File: config.mk
export PLATFORM = sky130hd
export DESIGN_NAME = dsp_skid_stage
export DESIGN_NICKNAME = d
export VERILOG_FILES = /design/src/rtl/dsp_skid_stage.sv
export SDC_FILE = /design/constraint.sdc
export NUM_CORES = 1
export LEC_CHECK = 0
export CAP_MARGIN = 20
export CORE_UTILIZATION = 51
export CTS_CLUSTER_SIZE = 16
export DETAILED_ROUTE_END_ITERATION = 16
export PLACE_DENSITY_LB_ADDON = 0.15
export SLEW_MARGIN = 20
export SYNTH_ARGS = -nofsm -noshare
export SYNTH_HDL_FRONTEND = slang
export SYNTH_SLANG_ARGS = --single-unit
File: constraint.sdc
create_clock -name clk -period 4.3 [get_ports clk]
set_input_delay 0.645 -clock clk [delete_from_list [all_inputs] [get_ports clk]]
set_output_delay 0.645 -clock clk [all_outputs]
set_load 0.02 [all_outputs]
File: src/rtl/dsp_skid_stage.sv
// ============================================================================
// Module      : dsp_skid_stage
// Description : Two-entry valid/ready skid buffer for DSP48A1 operand/result
//               paths; optional stall counter when DSP_SKID_STATS_EN is defined.
// Revision    : 1.0 - initial release
// ============================================================================
`default_nettype none

module dsp_skid_stage #(
  parameter int WIDTH  = 18,
  parameter int BYPASS = 0
) (
  input  logic             clk,
  input  logic             rst,
  input  logic             ce,
  input  logic             sclr,
  input  logic             s_valid,
  output logic             s_ready,
  input  logic [WIDTH-1:0] s_data,
  output logic             m_valid,
  input  logic             m_ready,
  output logic [WIDTH-1:0] m_data,
`ifdef DSP_SKID_STATS_EN
  output logic [15:0]      stall_cnt,
`endif
  output logic [1:0]       level
);

  typedef enum logic [1:0] {
    ST_EMPTY = 2'd0,
    ST_ONE   = 2'd1,
    ST_TWO   = 2'd2
  } state_t;

  generate
    if (BYPASS != 0) begin : g_bypass
      // Control inputs have no meaning without storage.
      logic w_unused;
      assign w_unused  = &{1'b0, clk, rst, ce, sclr};
      assign s_ready   = m_ready;
      assign m_valid   = s_valid;
      assign m_data    = s_data;
      assign level     = 2'd0;
`ifdef DSP_SKID_STATS_EN
      assign stall_cnt = 16'd0;
`endif
    end else begin : g_skid
      state_t           r_state;
      state_t           w_state_nxt;
      logic [WIDTH-1:0] r_main;
      logic [WIDTH-1:0] r_skid;
      logic             w_in;
      logic             w_out;
      logic             w_main_from_s;
      logic             w_main_from_skid;
      logic             w_skid_load;

      // Handshakes decode registered state only, so no ready path runs through.
      assign s_ready = ce & (r_state != ST_TWO);
      assign m_valid = ce & (r_state != ST_EMPTY);
      assign m_data  = r_main;
      assign level   = r_state;
      assign w_in    = s_valid & s_ready;
      assign w_out   = m_valid & m_ready;

      always_comb begin
        w_state_nxt      = r_state;
        w_main_from_s    = 1'b0;
        w_main_from_skid = 1'b0;
        w_skid_load      = 1'b0;
        if (ce) begin
          if (sclr) begin
            w_state_nxt = ST_EMPTY;
          end else begin
            case (r_state)
              ST_EMPTY: begin
                if (w_in) begin
                  w_state_nxt   = ST_ONE;
                  w_main_from_s = 1'b1;
                end
              end
              ST_ONE: begin
                if (w_in && !w_out) begin
                  w_state_nxt = ST_TWO;
                  w_skid_load = 1'b1;
                end else if (!w_in && w_out) begin
                  w_state_nxt = ST_EMPTY;
                end else if (w_in && w_out) begin
                  w_main_from_s = 1'b1;
                end
              end
              ST_TWO: begin
                if (w_out) begin
                  w_state_nxt      = ST_ONE;
                  w_main_from_skid = 1'b1;
                end
              end
              default: w_state_nxt = ST_EMPTY;
            endcase
          end
        end
      end

      always_ff @(posedge clk or posedge rst) begin
        if (rst) begin
          r_state <= ST_EMPTY;
          r_main  <= '0;
          r_skid  <= '0;
        end else begin
          r_state <= w_state_nxt;
          if (w_main_from_s)
            r_main <= s_data;
          else if (w_main_from_skid)
            r_main <= r_skid;
          if (w_skid_load)
            r_skid <= s_data;
        end
      end

`ifdef DSP_SKID_STATS_EN
      logic [15:0] r_stall_cnt;

      always_ff @(posedge clk or posedge rst) begin
        if (rst) begin
          r_stall_cnt <= 16'd0;
        end else if (ce) begin
          if (sclr)
            r_stall_cnt <= 16'd0;
          else if (m_valid && !m_ready && (r_stall_cnt != 16'hFFFF))
            r_stall_cnt <= r_stall_cnt + 16'd1;
        end
      end

      assign stall_cnt = r_stall_cnt;
`endif
    end
  endgenerate

endmodule

`default_nettype wire
==> out/metrics.csv <==
metric;value;unit
critPathCaptureType;primary output;
synth_top_cell_by_area;dfrtp_1;
critPathArrivalTime;2100;ps
die_h;60.1;µm
crit_buf_inv;3;
coreArea;3130;µm²
antenna_found_initial;0;
num_vias;1159;
maxSlewViolCount;0;
multi_input_area;713;µm²
wl;3390;µm
worst-setup-path-type;in2out;
final_common_cell;clkdlybuf4s50_1;
p_leak;1.15;nW
gp_congestion;0.682;
peakVddDrop;0.340;mV
max_freq;0.364;GHz
synth-async-reset-ratio;1.00;
cpLargestDelayFamily;buffers and inverters;
drive_above_1_share;0.259;
cts-root-buf;clkbuf_4;
die_x;60.1;µm
cts.repair.resized;0;
combPwrFrac;0.275;
synth_edf_count;0;
cts.path.max_buffers;2;
yosysSeqAreaShare;0.552;
clkTransAtPathRegs;120;ps
cp_max_fo;4;
syn_nets;145;
grt_pass1_vias;1196;
worst-slew-pin-transition;850;ps
num_rows;20;
synth_area_leaders;dfrtp_1 55%, a21o_1 7.8%, mux2_4 7.8%;
clock-sinks;38;
die_area;3610;µm²
pwr-share-clk;0.274;
cp.required;3650;ps
synth-main-ff-cell;dfrtp_1;
power.density;489;nW/µm²
cts_setup_buffers;0;
layout_common_cells;45 x clkdlybuf4s50_1, 38 x dfrtp_1, 18 x a21o_1, 10 x a22o_1;
port_buffers;45;
syn-cell-area;1720;µm²
start_kind;input port;
min_period_over_period;0.639;
via_per_inst;5.42;
start_util;0.550;
p_seq_frac;0.451;
final_hold_viol_count;0;
numCtsBuffers;5;
grt_use_total;0.216;
utilization;0.734;
drv_cap;0;
register_area;951;µm²
grt.overflow.total;0;
sw_frac_of_total;0.272;
antenna_left;0;
grt_pass1_wl;5590;µm
netlist_instances;121;
rsz0062_at_grt;no;
htree_levels;2;
status;complete, no violations;
synth.avg_cell_area;14.2;µm²
dr.pass1.iters;4;
fill_cells;218;
finalSetupViolCount;0;
area_growth;33.3;%
antenna_cells;0;
power.internal;0.816;mW
max_stage_delay;620;ps
yosys_warnings;0;
p_sw;0.306;mW
synth_top_area_share;0.552;
wl_per_cell;15.9;µm
clock_latency;350;ps
yosys_register_bits;38;
fin_tns_setup;0;ps
crit_top_cell;clkdlybuf4s50_1;
io_pins;46;
worstPathCellList;clkdlybuf4s50_1 > inv_1 > a21oi_1 > clkdlybuf4s50_1;
netlist-cell-type-count;28;
drt_iter0_drc;49;
cts-hold-fix-buffers;0;
slowest_stage;clkdlybuf4s50_1;
dpl.hpwl;2290;µm
cts_tree;yes;
skew;8.05;ps
min_path_type;reg2reg;
slew_headroom;0.433;
drc;0;
grt_max_degree;24;
fin_nets;193;
hold_ws;489;ps
min_period;2750;ps
-- kinds of logic after synthesis --
logic type / Yosys count / synth area share
AOI/OAI and AO/OA: 42 / 0.198
xor gates and xnor gates: 1 / 0.00509
buffers and inverters: 8 / 0.0334
DFF: 38 / 0.552
muxes: 18 / 0.137
and+or+nand+nor: 14 / 0.0734
-- worst register-to-register path, cell delays in order, from the launching register on --
cell      delay (ps)
dfrtp_1          470
nand3b_1         300
o21ai_2          120
nand2b_1         410
a21o_1           330
-- registers in the layout (all words and copies together), names as in the netlist --
name / cells
g_skid.r_skid: 18
level: 2
m_data: 18
-- metal layers --
layer	GRT usage	wire length, µm	part of all wire
met3	0.0758	193	0.057
met5	0	0	0
met2	0.339	1640	0.48
met4	0.0831	49	0.014
met1	0.272	1510	0.45
-- per-stage QoR --
| step | setup slack (ps) | std cells | instance area [µm²] | total power, mW |
|---|---|---|---|---|
| 2_1_floorplan | 2620 | 121 | 1720 | 0.684 |
| 3_3_place_gp | 1640 | 206 | 2190 | 0.809 |
| 3_5_place_dp | 1560 | 206 | 2190 | 0.823 |
| 4_1_cts | 1560 | 214 | 2290 | 1.13 |
| 5_1_grt | 1510 | 214 | 2290 | 1.18 |
| 6_report | 1550 | 214 | 2290 | 1.12 |
-- final timing paths --
check	startpoint	to	slack (ps)	depth (start not counted)
max reg2reg	level[0]	m_data[15]	2570	4
min	m_data[8]	m_data[8]	490	1
min in group asynchronous	rst	m_data[16]	750	2
max in group asynchronous	rst	m_data[17]	2810	3
max	ce	s_ready	1550	4
min reg2reg	m_data[8]	m_data[8]	490	1
-- synthesized netlist by cell type (all sizes together) (2+ instances only) --
cell,instances
dfrtp,38
a21o,18
a22o,18
mux2,18
buf,5
nor2,4
inv,3
nand2b,3
a21oi,2
nand2,2
nor3,2
o21ai,2
-- power by group through the flow --
stage / Sequential (mW) / Combinational [mW] / Clock (mW)
CTS: 0.506 / 0.313 / 0.311
floorplan: 0.552 / 0.132 / 0
global route: 0.517 / 0.332 / 0.326
global placement: 0.506 / 0.303 / 0
finish: 0.506 / 0.308 / 0.308
detailed placement: 0.513 / 0.310 / 0
-- final cells by class --
type	instances	area share
Clock buffer	5	0.0164
Sequential cell	38	0.414
Timing Repair Buffer	46	0.200
Multi-Input combinational cell	75	0.311
Tap cell	44	0.0240
Clock inverter	3	0.0300
Inverter	3	0.00491
No activity file was read; power rests on OpenSTA's default activity.
